### config.mk
export PLATFORM = sky130hd
export DESIGN_NAME = ctrl_fsm_param_flat
export DESIGN_NICKNAME = d
export VERILOG_FILES = /design/src/rtl/ctrl_fsm_param_if.sv /design/src/rtl/ctrl_fsm_param.sv /design/src/flat_wrapper.sv
export SDC_FILE = /design/constraint.sdc
export NUM_CORES = 1
export LEC_CHECK = 0
export CAP_MARGIN = 5
export CORE_MARGIN = 2
export CORE_UTILIZATION = 41
export DETAILED_ROUTE_END_ITERATION = 8
export HOLD_SLACK_MARGIN = 0.02
export PLACE_DENSITY_LB_ADDON = 0.1
export SYNTH_ARGS = -nofsm -noshare
export SYNTH_HDL_FRONTEND = slang
export SYNTH_SLANG_ARGS = --single-unit
### constraint.sdc
create_clock -name clk -period 3.25 [get_ports clk]
set_clock_uncertainty 0.05 [all_clocks]
set_input_delay 0.4875 -clock clk [delete_from_list [all_inputs] [get_ports clk]]
set_output_delay 0.4875 -clock clk [all_outputs]
set_load 0.005 [all_outputs]
### src/rtl/ctrl_fsm_param_if.sv
// Control bundle between the fetch/decode/execute controller and the 16-bit datapath.
// master = controller (drives PC/IR/memory/RF/ALU selects), slave = datapath side.
interface ctrl_fsm_param_if #(
  parameter int REG_AW  = 4,
  parameter int DATA_AW = 8,
  parameter int PC_W    = 7,
  parameter int CNT_W   = 16
);
  localparam int IR_W = 4 + DATA_AW + REG_AW;

  logic [IR_W-1:0]    ir;
  logic               mem_ready;
  logic               resume;
  logic               alu_zero;

  logic               pc_clr;
  logic               pc_up;
  logic               pc_ld;
  logic               ir_ld;
  logic [PC_W-1:0]    pc_target;
  logic [DATA_AW-1:0] d_addr;
  logic               d_wr;
  logic               rf_s;
  logic               rf_w_en;
  logic [REG_AW-1:0]  rf_w_addr;
  logic [REG_AW-1:0]  rf_ra_addr;
  logic [REG_AW-1:0]  rf_rb_addr;
  logic [2:0]         alu_s;
  logic [3:0]         state;
  logic               halted;
  logic [CNT_W-1:0]   retire_cnt;

  modport master (
    input  ir, mem_ready, resume, alu_zero,
    output pc_clr, pc_up, pc_ld, ir_ld, pc_target, d_addr, d_wr, rf_s, rf_w_en,
           rf_w_addr, rf_ra_addr, rf_rb_addr, alu_s, state, halted, retire_cnt
  );

  modport slave (
    output ir, mem_ready, resume, alu_zero,
    input  pc_clr, pc_up, pc_ld, ir_ld, pc_target, d_addr, d_wr, rf_s, rf_w_en,
           rf_w_addr, rf_ra_addr, rf_rb_addr, alu_s, state, halted, retire_cnt
  );
endinterface

### src/rtl/ctrl_fsm_param.sv
// Fetch/decode/execute controller; 3 cycles per instruction, LOAD 4 / STORE 3 plus mem_ready wait,
// HALT parks until resume. Define CTRL_BRANCH_EN to enable opcode 6 JMP / 7 JZ via the JUMP state.
module ctrl_fsm_param #(
  parameter int REG_AW  = 4,
  parameter int DATA_AW = 8,
  parameter int PC_W    = 7,
  parameter int CNT_W   = 16
) (
  input  logic             clk,
  input  logic             rst_n,
  ctrl_fsm_param_if.master bus
);
  localparam int IR_W = 4 + DATA_AW + REG_AW;

  typedef enum logic [3:0] {
    S_INIT   = 4'h0,
    S_FETCH  = 4'h1,
    S_DECODE = 4'h2,
    S_NOOP   = 4'h3,
    S_LOAD_A = 4'h4,
    S_LOAD_B = 4'h5,
    S_STORE  = 4'h6,
    S_ADD    = 4'h7,
    S_HALT   = 4'h8,
    S_SUB    = 4'h9,
    S_JUMP   = 4'hA
  } state_e;

  state_e             state_q;
  logic [CNT_W-1:0]   cnt_q;
  logic [CNT_W-1:0]   cnt_d;
  logic               retire;

  logic [3:0]         opcode;
  logic [REG_AW-1:0]  ra_fld;
  logic [REG_AW-1:0]  rb_fld;
  logic [REG_AW-1:0]  rw_fld;
  logic [DATA_AW-1:0] ld_addr;
  logic [DATA_AW-1:0] st_addr;

  assign opcode  = bus.ir[IR_W-1 -: 4];
  assign ra_fld  = bus.ir[3*REG_AW-1 -: REG_AW];
  assign rb_fld  = bus.ir[2*REG_AW-1 -: REG_AW];
  assign rw_fld  = bus.ir[REG_AW-1:0];
  assign ld_addr = bus.ir[DATA_AW+REG_AW-1 -: DATA_AW];
  assign st_addr = bus.ir[DATA_AW-1:0];

  // An instruction retires on its last execute cycle; HALT never counts.
  assign retire = (state_q == S_NOOP) || (state_q == S_LOAD_B) || (state_q == S_ADD) ||
                  (state_q == S_SUB)  || (state_q == S_JUMP) ||
                  ((state_q == S_STORE) && bus.mem_ready);
  assign cnt_d  = (retire && !(&cnt_q)) ? cnt_q + 1'b1 : cnt_q;

  always_ff @(posedge clk or negedge rst_n) begin
    if (!rst_n) begin
      state_q <= S_INIT;
      cnt_q   <= '0;
    end else begin
      cnt_q <= cnt_d;
      case (state_q)
        S_INIT:   state_q <= S_FETCH;
        S_FETCH:  state_q <= S_DECODE;
        S_DECODE: begin
          case (opcode)
            4'd1:    state_q <= S_STORE;
            4'd2:    state_q <= S_LOAD_A;
            4'd3:    state_q <= S_ADD;
            4'd4:    state_q <= S_SUB;
            4'd5:    state_q <= S_HALT;
`ifdef CTRL_BRANCH_EN
            4'd6,
            4'd7:    state_q <= S_JUMP;
`endif
            default: state_q <= S_NOOP;
          endcase
        end
        S_LOAD_A: state_q <= bus.mem_ready ? S_LOAD_B : S_LOAD_A;
        S_STORE:  state_q <= bus.mem_ready ? S_FETCH : S_STORE;
        S_HALT:   state_q <= bus.resume ? S_FETCH : S_HALT;
        S_NOOP, S_LOAD_B, S_ADD, S_SUB, S_JUMP:
                  state_q <= S_FETCH;
        default:  state_q <= S_INIT;
      endcase
    end
  end

  always_comb begin
    bus.pc_clr     = 1'b0;
    bus.pc_up      = 1'b0;
    bus.pc_ld      = 1'b0;
    bus.ir_ld      = 1'b0;
    bus.pc_target  = '0;
    bus.d_addr     = '0;
    bus.d_wr       = 1'b0;
    bus.rf_s       = 1'b0;
    bus.rf_w_en    = 1'b0;
    bus.rf_w_addr  = '0;
    bus.rf_ra_addr = '0;
    bus.rf_rb_addr = '0;
    bus.alu_s      = 3'b000;
    bus.halted     = 1'b0;
    case (state_q)
      S_INIT:  bus.pc_clr = 1'b1;
      S_FETCH: begin
        bus.pc_up = 1'b1;
        bus.ir_ld = 1'b1;
      end
      S_LOAD_A, S_LOAD_B: begin
        bus.d_addr    = ld_addr;
        bus.rf_s      = 1'b1;
        bus.rf_w_addr = rw_fld;
        bus.rf_w_en   = (state_q == S_LOAD_B);
      end
      S_STORE: begin
        bus.d_addr     = st_addr;
        bus.rf_ra_addr = ra_fld;
        bus.d_wr       = 1'b1;
      end
      S_ADD, S_SUB: begin
        bus.rf_ra_addr = ra_fld;
        bus.rf_rb_addr = rb_fld;
        bus.rf_w_addr  = rw_fld;
        bus.rf_w_en    = 1'b1;
        bus.alu_s      = (state_q == S_ADD) ? 3'b001 : 3'b010;
      end
      S_HALT:  bus.halted = 1'b1;
`ifdef CTRL_BRANCH_EN
      // ALU passes Ra so alu_zero reflects the tested register for JZ.
      S_JUMP: begin
        bus.rf_ra_addr = ra_fld;
        bus.alu_s      = 3'b000;
        bus.pc_target  = bus.ir[PC_W-1:0];
        bus.pc_ld      = (opcode == 4'd7) ? bus.alu_zero : 1'b1;
      end
`endif
      default: ;
    endcase
  end

`ifndef CTRL_BRANCH_EN
  logic unused_alu_zero;
  assign unused_alu_zero = bus.alu_zero;
`endif

  assign bus.state      = state_q;
  assign bus.retire_cnt = cnt_q;
endmodule
### src/flat_wrapper.sv
// flat-port wrapper written by rule: the top's interface ports become plain ports
module ctrl_fsm_param_flat 
#(
  parameter int REG_AW  = 4,
  parameter int DATA_AW = 8,
  parameter int PC_W    = 7,
  parameter int CNT_W   = 16
)
  (clk, rst_n, bus_ir, bus_mem_ready, bus_resume, bus_alu_zero, bus_pc_clr, bus_pc_up, bus_pc_ld, bus_ir_ld, bus_pc_target, bus_d_addr, bus_d_wr, bus_rf_s, bus_rf_w_en, bus_rf_w_addr, bus_rf_ra_addr, bus_rf_rb_addr, bus_alu_s, bus_state, bus_halted, bus_retire_cnt);
  ctrl_fsm_param_if #(.REG_AW(REG_AW), .DATA_AW(DATA_AW), .PC_W(PC_W), .CNT_W(CNT_W)) bus_i ();
  input  logic clk;
  input  logic rst_n;
  input wire logic [$bits(bus_i.ir)-1:0] bus_ir;
  input wire logic [$bits(bus_i.mem_ready)-1:0] bus_mem_ready;
  input wire logic [$bits(bus_i.resume)-1:0] bus_resume;
  input wire logic [$bits(bus_i.alu_zero)-1:0] bus_alu_zero;
  output wire logic [$bits(bus_i.pc_clr)-1:0] bus_pc_clr;
  output wire logic [$bits(bus_i.pc_up)-1:0] bus_pc_up;
  output wire logic [$bits(bus_i.pc_ld)-1:0] bus_pc_ld;
  output wire logic [$bits(bus_i.ir_ld)-1:0] bus_ir_ld;
  output wire logic [$bits(bus_i.pc_target)-1:0] bus_pc_target;
  output wire logic [$bits(bus_i.d_addr)-1:0] bus_d_addr;
  output wire logic [$bits(bus_i.d_wr)-1:0] bus_d_wr;
  output wire logic [$bits(bus_i.rf_s)-1:0] bus_rf_s;
  output wire logic [$bits(bus_i.rf_w_en)-1:0] bus_rf_w_en;
  output wire logic [$bits(bus_i.rf_w_addr)-1:0] bus_rf_w_addr;
  output wire logic [$bits(bus_i.rf_ra_addr)-1:0] bus_rf_ra_addr;
  output wire logic [$bits(bus_i.rf_rb_addr)-1:0] bus_rf_rb_addr;
  output wire logic [$bits(bus_i.alu_s)-1:0] bus_alu_s;
  output wire logic [$bits(bus_i.state)-1:0] bus_state;
  output wire logic [$bits(bus_i.halted)-1:0] bus_halted;
  output wire logic [$bits(bus_i.retire_cnt)-1:0] bus_retire_cnt;
  assign bus_i.ir = bus_ir;
  assign bus_i.mem_ready = bus_mem_ready;
  assign bus_i.resume = bus_resume;
  assign bus_i.alu_zero = bus_alu_zero;
  assign bus_pc_clr = bus_i.pc_clr;
  assign bus_pc_up = bus_i.pc_up;
  assign bus_pc_ld = bus_i.pc_ld;
  assign bus_ir_ld = bus_i.ir_ld;
  assign bus_pc_target = bus_i.pc_target;
  assign bus_d_addr = bus_i.d_addr;
  assign bus_d_wr = bus_i.d_wr;
  assign bus_rf_s = bus_i.rf_s;
  assign bus_rf_w_en = bus_i.rf_w_en;
  assign bus_rf_w_addr = bus_i.rf_w_addr;
  assign bus_rf_ra_addr = bus_i.rf_ra_addr;
  assign bus_rf_rb_addr = bus_i.rf_rb_addr;
  assign bus_alu_s = bus_i.alu_s;
  assign bus_state = bus_i.state;
  assign bus_halted = bus_i.halted;
  assign bus_retire_cnt = bus_i.retire_cnt;
  ctrl_fsm_param #(.REG_AW(REG_AW), .DATA_AW(DATA_AW), .PC_W(PC_W), .CNT_W(CNT_W)) u_core (.clk(clk), .rst_n(rst_n), .bus(bus_i));
endmodule
==> results by group <==
Synthesis
  • Most common library cells after synthesis: dfrtp_1, xnor2_1, and2_1, buf_4
  • Top-count cell post-synth: dfrtp_1
  • Distinct cells, synth: 42
  • Post-synth top area cell: dfrtp_1
  • Yosys reg bits: 20
  • Area fraction of the dominant cell type after synthesis: 0.365
  • Mapped Cells: 150
  • Top cells by area, synth: dfrtp_1, xnor2_1, buf_4
  • Ys async rst share: 1.00
  • Synth Warn #: 0
  • Post-synthesis sequential area ratio: 0.365
  • Synth Cell Area: 1370 um^2
  • Dominant synthesized flop cell: dfrtp_1
  • Mapped Avg Cell Area: 9.15 um^2
  • Post-synth EDFFs: 0

Global route
  • Largest net degree at the start of global routing: 21
  • GR Util All Layers: 0.195
  • Grt ovf: 0
  • Vias in the first global route: 1185
  • First-pass GRT wire length: 5460 um
  • Initial antenna violation count: 0

Setup path
  • Setup CP Type: register to output port
  • CP max-delay cell: dfrtp_1
  • Crit end category: output port
  • CP Max Fanout: 14
  • Worst path required time: 2.71 ns
  • Arrival time worst endpoint: 2.47 ns
  • Buf+Inv Stages, Crit Path: 1
  • Critical Path Start Type: register
  • CP max stage delay: 0.56 ns
  • CP delay by family, top: simple AND/OR/NAND/NOR gates
  • CP Cell Sequence: nor2_2, nand2_1, a21boi_1, or2_1, and2_1, clkdlybuf4s50_1

Power and ir drop
  • VDD IR max: 0.000295 V
  • Leak: 0.824 nW
  • P per Cell Area: 521 nW/um^2

Die
  • Die X: 61.9 um
  • Die area: 3830 um^2
  • I/O pins: 79
  • Core Region: 3280 um^2
  • Core Rows: 21
  • Chip height: 61.9 um
  • Initial Util: 0.418

Routing
  • Initial DRC Count: 64
  • Vias/cell: 5.10
  • Vias: 1340
  • Wire length per cell: 13.6 um
  • # DRC: 0
  • Drt first pass iters: 4
  • DRT Wirelength: 3580 um
  • DRT antenna net count: 0

CTS
  • Root Buffer: clkbuf_4
  • Reg clk slew, reported paths: 0.12 ns
  • Cts hold-fix bufs: 0
  • CTS Sinks: 20
  • CTS tree: done
  • Postcts setup bufs: 0
  • Worst-Skew Late Latency: 0.31 ns
  • TritonCTS buffer count: 3
  • PostCTS Resize Cnt: 0
  • H-tree level count: 1
  • Clock tree buffer depth: 2

STA
  • Worst slew margin: 0.400
  • Tmin final: 3.01 ns
  • Unrepaired setup endpoints after global routing: false
  • Worst-margin pin slew: 0.897 ns
  • Fmax: 333 MHz
  • WHS: 0.477 ns
  • # setup viols final: 0
  • Tcrit/Tclk final: 0.925
  • Fin. Hold Viols: 0
  • Total negative slack: 0 ns
  • Slew Limit Fails: 0

Outcome
  • Status: finished clean

Layout
  • Final nets: 240
  • # diodes: 0
  • P&R area growth vs syn: 52.1%
  • Layout cells sized above 1: 0.0507

Worst hold path
  • Hold Crit Class: register to register

Place
  • Gpl congestion: 0.776
  • # port buffers: 68
  • DP Wirelength: 2750 um

Flow run
  • Max Cap Viol: 0
-- path summary, 6_finish.rpt --
path | cells past startpoint | slack (ns) | to | startpoint
setup / recovery | 6 | 0.24 | bus_rf_w_addr[1] | u_core.bus.state[1]
hold / removal | 1 | 0.48 | u_core.bus.retire_cnt[14] | u_core.bus.retire_cnt[14]
setup reg to reg | 4 | 1.09 | u_core.bus.retire_cnt[1] | u_core.bus.state[1]
hold reg to reg | 1 | 0.48 | u_core.bus.retire_cnt[14] | u_core.bus.retire_cnt[14]
max in group asynchronous | 1 | 1.98 | u_core.bus.retire_cnt[3] | rst_n
min in group asynchronous | 1 | 0.62 | u_core.bus.retire_cnt[10] | rst_n
-- worst register-to-register path, delay by kind of cell (launching register included) --
| kind | cells | cell delay, ns |
|---|---|---|
| and+or+nand+nor | 2 | 0.51 |
| AOI/OAI and AO/OA | 1 | 0.47 |
| DFF | 1 | 0.63 |
| muxes | 1 | 0.38 |
-- placed cells by master (no fill, tap or decap), drive strengths merged, types with 2 or more instances in the layout --
cell / instances
clkdlybuf4s50: 68
dfrtp: 20
xnor2: 12
and2: 10
nor2: 10
nand2: 9
conb: 9
a22o: 8
nand4: 8
a21oi: 6
nor2b: 5
nand3: 5
and3: 4
xor2: 4
clkbuf: 4
nand2b: 3
nor3b: 3
or2: 3
nor4: 2
nand3b: 2
inv: 2
o32ai: 2
and4: 2
buf: 2
a211oi: 2
or3b: 2
a21boi: 2
-- routing by layer --
metal  track usage  wire length, um  vias up
met5             0                0        -
met4        0.0547               38        0
met3        0.0745              288        6
li1              -                -      651
met2         0.316             1730       49
met1         0.243             1530      634
-- cell families after synthesis --
group / synth area share
AND/OR/NAND/NOR: 0.295
AO/OA/AOI/OAI: 0.137
flip-flops: 0.365
buffers and inverters: 0.0811
XOR/XNOR: 0.102
adder cells (fa/ha/maj): 0.00911
other: 0.00273
multiplexers: 0.00820
-- report_power, final --
group / switching (mW) / internal (mW) / leakage [nW]
clock: 0.0805 / 0.0685 / 0.0210
combinational: 0.207 / 0.318 / 0.543
sequential: 0.113 / 0.302 / 0.260
-- sequential cells by signal, indices dropped and copies added (netlist names) --
name                   cells
u_core.bus.retire_cnt     16
u_core.bus.state           4
-- final cells by class --
type,instances,area (um^2)
timing repair buffer,70,696
sequential,20,500
multi-input combinational,121,791
tap,46,57.6
inverter,2,7.51
fill,290,1200
clock buffer,4,36.3
-- through the flow --
step	util	worst slack [ns]	instance area, um^2	power [mW]	cells
floorplan	-	1.36	1400	0.682	158
global placement	0.625	0.632	2050	0.928	259
detailed placement	0.625	0.621	2050	0.942	259
CTS	0.636	0.249	2090	1.10	263
global route	0.636	0.0541	2090	1.18	263
finish	0.636	0.244	2090	1.09	263
(Power assumes the default switching activity.)
